File: config.mk
export PLATFORM = sky130hd
export DESIGN_NAME = csa_final_adder_flat
export DESIGN_NICKNAME = d
export VERILOG_FILES = /design/src/rtl/csa_final_adder_if.sv /design/src/rtl/csa_final_adder.sv /design/src/flat_wrapper.sv
export SDC_FILE = /design/constraint.sdc
export NUM_CORES = 1
export LEC_CHECK = 0
export CAP_MARGIN = 10
export CELL_PAD_IN_SITES_DETAIL_PLACEMENT = 1
export CELL_PAD_IN_SITES_GLOBAL_PLACEMENT = 2
export CORE_ASPECT_RATIO = 1.4
export CORE_MARGIN = 4
export CORE_UTILIZATION = 33
export CTS_CLUSTER_SIZE = 14
export DETAILED_ROUTE_END_ITERATION = 7
export PLACE_DENSITY_LB_ADDON = 0.3
export SLEW_MARGIN = 20
export SYNTH_ARGS = -nofsm -noshare
export SYNTH_HDL_FRONTEND = slang
export SYNTH_SLANG_ARGS = --single-unit
File: constraint.sdc
create_clock -name clk -period 4.1 [get_ports clk]
set_input_delay 0.82 -clock clk [delete_from_list [all_inputs] [get_ports clk]]
set_output_delay 0.82 -clock clk [all_outputs]
set_load 0.02 [all_outputs]
File: src/rtl/csa_final_adder_if.sv
// Handshake bundle for the final carry-propagate adder.
// Input side: in_*; output side: out_*.
interface csa_final_adder_if #(
  parameter int WIDTH = 32,
  parameter int TAG_W = 4
);
  logic             in_valid;
  logic             in_ready;
  logic [WIDTH-1:0] in_sum;
  logic [WIDTH-1:0] in_carry;
  logic [TAG_W-1:0] in_tag;
  logic             out_valid;
  logic             out_ready;
  logic [WIDTH:0]   out_result;
  logic [TAG_W-1:0] out_tag;
  logic             out_zero;

  modport slave (
    input  in_valid,
    output in_ready,
    input  in_sum,
    input  in_carry,
    input  in_tag,
    output out_valid,
    input  out_ready,
    output out_result,
    output out_tag,
    output out_zero
  );

  modport master (
    output in_valid,
    input  in_ready,
    output in_sum,
    output in_carry,
    output in_tag,
    input  out_valid,
    output out_ready,
    input  out_result,
    input  out_tag,
    input  out_zero
  );
endinterface

File: src/rtl/csa_final_adder.sv
// Resolves a compressor-tree sum/carry pair into binary.
// Two stages: low half first, upper half with carry.
module csa_final_adder #(
  parameter int WIDTH = 32,
  parameter int TAG_W = 4
) (
  input logic               clk,
  input logic               rst_n,
  csa_final_adder_if.slave  bus
);
  localparam int H = WIDTH / 2;

  logic             s1_en;
  logic             s2_en;

  logic             s1_valid_q;
  logic [H:0]       s1_lo_q;
  logic [H-1:0]     s1_us_q;
  logic [H-1:0]     s1_uc_q;
  logic [TAG_W-1:0] s1_tag_q;

  logic             out_valid_q;
  logic [WIDTH:0]   out_result_q;
  logic [TAG_W-1:0] out_tag_q;
  logic             out_zero_q;

  logic [H:0]       lo_d;
  logic [H:0]       hi_d;
  logic [WIDTH:0]   res_d;

  assign s2_en = !out_valid_q || bus.out_ready;
  assign s1_en = !s1_valid_q || s2_en;

  assign bus.in_ready   = s1_en;
  assign bus.out_valid  = out_valid_q;
  assign bus.out_result = out_result_q;
  assign bus.out_tag    = out_tag_q;
  assign bus.out_zero   = out_zero_q;

  // Lower-half add and upper-half add with mid carry.
  always_comb begin
    lo_d  = (H+1)'(bus.in_sum[H-1:0])
          + (H+1)'(bus.in_carry[H-1:0]);
    hi_d  = (H+1)'(s1_us_q)
          + (H+1)'(s1_uc_q)
          + (H+1)'(s1_lo_q[H]);
    res_d = {hi_d, s1_lo_q[H-1:0]};
  end

  // Stage 1: low half sum plus raw upper operands.
  always_ff @(posedge clk or negedge rst_n) begin
    if (!rst_n) begin
      s1_valid_q <= 1'b0;
      s1_lo_q    <= '0;
      s1_us_q    <= '0;
      s1_uc_q    <= '0;
      s1_tag_q   <= '0;
    end else if (s1_en) begin
      s1_valid_q <= bus.in_valid;
      if (bus.in_valid) begin
        s1_lo_q  <= lo_d;
        s1_us_q  <= bus.in_sum[WIDTH-1:H];
        s1_uc_q  <= bus.in_carry[WIDTH-1:H];
        s1_tag_q <= bus.in_tag;
      end
    end
  end

  // Stage 2: full-precision result, tag and zero flag.
  always_ff @(posedge clk or negedge rst_n) begin
    if (!rst_n) begin
      out_valid_q  <= 1'b0;
      out_result_q <= '0;
      out_tag_q    <= '0;
      out_zero_q   <= 1'b0;
    end else if (s2_en) begin
      out_valid_q <= s1_valid_q;
      if (s1_valid_q) begin
        out_result_q <= res_d;
        out_tag_q    <= s1_tag_q;
        out_zero_q   <= (res_d == '0);
      end
    end
  end
endmodule

File: src/flat_wrapper.sv
// flat-port wrapper written by rule: the top's interface ports become plain ports
module csa_final_adder_flat 
#(
  parameter int WIDTH = 32,
  parameter int TAG_W = 4
)
  (clk, rst_n, bus_in_valid, bus_in_ready, bus_in_sum, bus_in_carry, bus_in_tag, bus_out_valid, bus_out_ready, bus_out_result, bus_out_tag, bus_out_zero);
  csa_final_adder_if #(.WIDTH(WIDTH), .TAG_W(TAG_W)) bus_i ();
  input logic clk;
  input logic rst_n;
  input wire logic [$bits(bus_i.in_valid)-1:0] bus_in_valid;
  output wire logic [$bits(bus_i.in_ready)-1:0] bus_in_ready;
  input wire logic [$bits(bus_i.in_sum)-1:0] bus_in_sum;
  input wire logic [$bits(bus_i.in_carry)-1:0] bus_in_carry;
  input wire logic [$bits(bus_i.in_tag)-1:0] bus_in_tag;
  output wire logic [$bits(bus_i.out_valid)-1:0] bus_out_valid;
  input wire logic [$bits(bus_i.out_ready)-1:0] bus_out_ready;
  output wire logic [$bits(bus_i.out_result)-1:0] bus_out_result;
  output wire logic [$bits(bus_i.out_tag)-1:0] bus_out_tag;
  output wire logic [$bits(bus_i.out_zero)-1:0] bus_out_zero;
  assign bus_i.in_valid = bus_in_valid;
  assign bus_in_ready = bus_i.in_ready;
  assign bus_i.in_sum = bus_in_sum;
  assign bus_i.in_carry = bus_in_carry;
  assign bus_i.in_tag = bus_in_tag;
  assign bus_out_valid = bus_i.out_valid;
  assign bus_i.out_ready = bus_out_ready;
  assign bus_out_result = bus_i.out_result;
  assign bus_out_tag = bus_i.out_tag;
  assign bus_out_zero = bus_i.out_zero;
  csa_final_adder #(.WIDTH(WIDTH), .TAG_W(TAG_W)) u_core (.clk(clk), .rst_n(rst_n), .bus(bus_i));
endmodule
==> run summary <==
clk_lat worst skew = 0.34 ns
max_slew headroom = 0.327
Setup Buffers After CTS = 0
status = finished, final reports clean
CP max stage cell = fa_1
WP data required = 4.37 ns
fin crit period = 3.23 ns
Hold Path Class = flip-flop to flip-flop
post-synthesis adder-cell area fraction = 0.0912
FF/Latch Area = 0.00233 mm²
RSZ-0062 raised after global routing = no
FMAX = 310 MHz
Hold Vio Cnt, Final = 0
sw frac = 0.341
post-detail-place hpwl = 9.63 mm
syn avg cell area = 11.5 µm²
CP max FO = 3
Hold Slack = 0.479 ns
Fin Setup TNS = 0 ns
CP delay by family, top = adder cells
Net Switching = 0.00121 W
# rows = 52
CTS tree = done
Crit path largest cell delay = 0.48 ns
complex-gate fraction of the synthesized area = 0.126
largest net degree at the start of global routing = 56
Placeable Area = 0.0145 mm²
fin nets = 645
Peak supply drop = 0.267 mV
worst-case clock buffer depth = 2
fin crit share = 0.787
largest family of logic cells by synthesized area = multiplexers
startpoint types = flip-flop
Final setup viols = 0
Vias per Instance = 4.91
Lkg Pwr = 2.80 nW
Syn Std Cell Area = 0.00491 mm²
met3 usage = 0.0246
pwr/cell area = 541 mW/mm²
root buffer cell = clkbuf_16
Post-Synth Simple-Gate Area = 0.0998
Worst setup EP type = flip-flop
clock network power share = 0.239
number of global-route vias before repair = 4,005
P&R area growth vs syn = 33.6%
drt first pass iters = 3
total congestion overflow = 0
multiplexer share of the synthesized area = 0.146
Slew Limit Fails = 0
Initial Utilization = 0.339
Warnings, synthesis = 0
ant diodes = 0
internal power = 0.00234 W
critical setup path kind = flip-flop to flip-flop
Detailed Route WL = 12.0 mm
all-layer global routing usage = 0.146
initial antenna violation count = 0
Clock Sinks = 93
CTS resizes = 0
Seq pwr share = 0.370
H-tree depth = 3
drt first-iter violations = 62
Slew @ Worst Pin = 1.01 ns
layout cells sized above 1 = 0.175
Buffers on Ports = 111
Clock transition at path regs = 0.07 ns
Cell variety after synth = 49
footprint of the multi-input gates = 0.00250 mm²
GR Util met1 = 0.161
Seq/Total Area, Yosys = 0.474
routed via count = 3,596
die height = 152 µm
cells after synthesis = 426
synthesized flop and latch total = 93
worst clock skew = 0.00967 ns
number of fill cells = 1,577
Routed Antenna Nets = 0
wire per inst = 16.3 µm
Buffers & Inverters on Critical Path = 0
Die Width = 111 µm
Post-Synth XOR/XNOR Area = 0.0446
Post-CTS Hold Buffers = 0
cts bufs inserted = 9
Most Crowded Layer GR = met2
GP Congestion = 0.859
crit-path cells = fa_1 > fa_1 > a211o_1 > a21o_1 > a21o_1 > xnor2_1 > nor4b_2 > nand4_1 > nor4b_2 > a32o_2
total power = 0.00355 W
first-pass GRT wire length = 20.1 mm
syn_nets = 532
Worst EP arrival = 3.50 ns
# IOs = 112
Max Cap Viol = 0
ys flop type = dfrtp_1
met2 usage = 0.280
EDFF count, synth = 0
full die area = 0.0169 mm²
FFs w/ async S/R, synth = 1.00
DRC = 0
Logic pwr share = 0.390
-- cell type report --
class                      count  share of cell area
multi-input combinational    308               0.380
sequential                    93               0.354
timing repair buffer         115               0.175
clock buffer                  10              0.0364
tap                          189              0.0360
clock inverter                 6              0.0105
inverter                      12             0.00686
-- sequential cells by signal, summed over array words and instances, names as in the netlist --
name                   count
u_core.bus.out_zero        1
u_core.bus.out_valid       1
u_core.bus.out_tag         4
u_core.s1_tag_q            4
u_core.s1_uc_q            16
u_core.s1_us_q            16
u_core.s1_lo_q            17
u_core.bus.out_result     33
u_core.s1_valid_q          1
-- cells in the final DEF, fill, tap and decap left out, types with 4 or more instances in the layout --
cell,count
nor4_1,4
nand3_1,6
xor2_1,14
inv_1,12
mux2_2,61
buf_4,4
nor2_1,11
a21o_1,9
clkdlybuf4s50_1,110
a21oi_1,14
o21ai_1,8
nand2b_1,6
dfrtp_1,93
o211ai_1,5
nor3_1,7
o21ai_0,30
clkbuf_16,9
ha_1,31
nand2_1,37
xnor2_1,11
-- worst min-delay path: stages (launching register included) --
cell     delay [ns]
dfrtp_1        0.34
nand2_1        0.05
o21ai_0        0.06
-- path summary, 6_finish.rpt --
| kind | startpoint | endpoint | slack (ns) | cells after the start |
|---|---|---|---|---|
| max in group asynchronous | rst_n | u_core.s1_uc_q[14]$_DFFE_PN0P_ | 3.11 | 2 |
| min reg2reg | u_core.bus.out_result[29]$_DFFE_PN0P_ | u_core.bus.out_result[29]$_DFFE_PN0P_ | 0.48 | 2 |
| max | u_core.s1_uc_q[0]$_DFFE_PN0P_ | u_core.bus.out_zero$_DFFE_PN0P_ | 0.87 | 10 |
| min | u_core.bus.out_result[29]$_DFFE_PN0P_ | u_core.bus.out_result[29]$_DFFE_PN0P_ | 0.48 | 2 |
| max reg2reg | u_core.s1_uc_q[0]$_DFFE_PN0P_ | u_core.bus.out_zero$_DFFE_PN0P_ | 0.87 | 10 |
| min in group asynchronous | rst_n | u_core.s1_us_q[6]$_DFFE_PN0P_ | 0.56 | 2 |
-- cell usage after synthesis (2+ instances only) --
master,count,share of area
nor3b_1,3,0.0046
o211ai_1,5,0.0076
nand3_1,6,0.0061
and3_1,3,0.0038
inv_1,12,0.0092
xor2_1,14,0.025
a21oi_2,2,0.0036
o21a_1,3,0.0046
o21ai_1,8,0.0081
clkbuf_1,13,0.0099
fa_1,3,0.012
o21ai_0,30,0.031
dfrtp_1,93,0.47
mux2i_1,3,0.0061
xnor2_1,11,0.020
nor4b_2,2,0.0061
and2_1,3,0.0038
o31ai_1,2,0.0031
a21o_1,9,0.014
a211o_1,2,0.0036
nor2_1,11,0.0084
a41oi_1,2,0.0036
nand2b_1,6,0.0076
nor4_1,4,0.0051
nand4_1,3,0.0038
nor3_1,7,0.0071
mux2_2,61,0.14
ha_1,31,0.079
a31oi_1,3,0.0038
a21oi_1,14,0.014
nand2_1,39,0.030
-- power by group through the flow --
stage	sequential, W	combinational [W]	clock [W]
CTS	0.00132	0.00142	0.000875
global placement	0.00132	0.00138	0
detailed placement	0.00134	0.00141	0
finish	0.00131	0.00139	0.000850
global route	0.00135	0.00152	0.000913
floorplan	0.00146	0.000656	0
-- kinds of logic (layout without fill, tap and decap cells) --
| group | Yosys count | count (layout) |
|---|---|---|
| xor+xnor | 25 | 25 |
| mux | 64 | 64 |
| compound gates | 91 | 91 |
| flops | 93 | 93 |
| simple gates | 94 | 94 |
| fa+ha+maj | 34 | 34 |
| buf+inv | 25 | 143 |
-- routing by layer --
metal,vias up,part of all wire
met2,76,0.55
met4,0,0.016
met1,1746,0.40
li1,1762,-
met3,12,0.038
met5,-,0
-- metrics by stage --
stage,std cells,worst slack (ns),instance area (µm²),util
5_1_grt,733,0.629,6570,0.452
3_3_place_gp,717,0.552,6260,0.431
6_report,733,0.872,6570,0.452
4_1_cts,733,0.840,6570,0.452
2_1_floorplan,426,1.19,4910,-
3_5_place_dp,717,0.516,6260,0.431
Power figures use the tool's default switching activity.
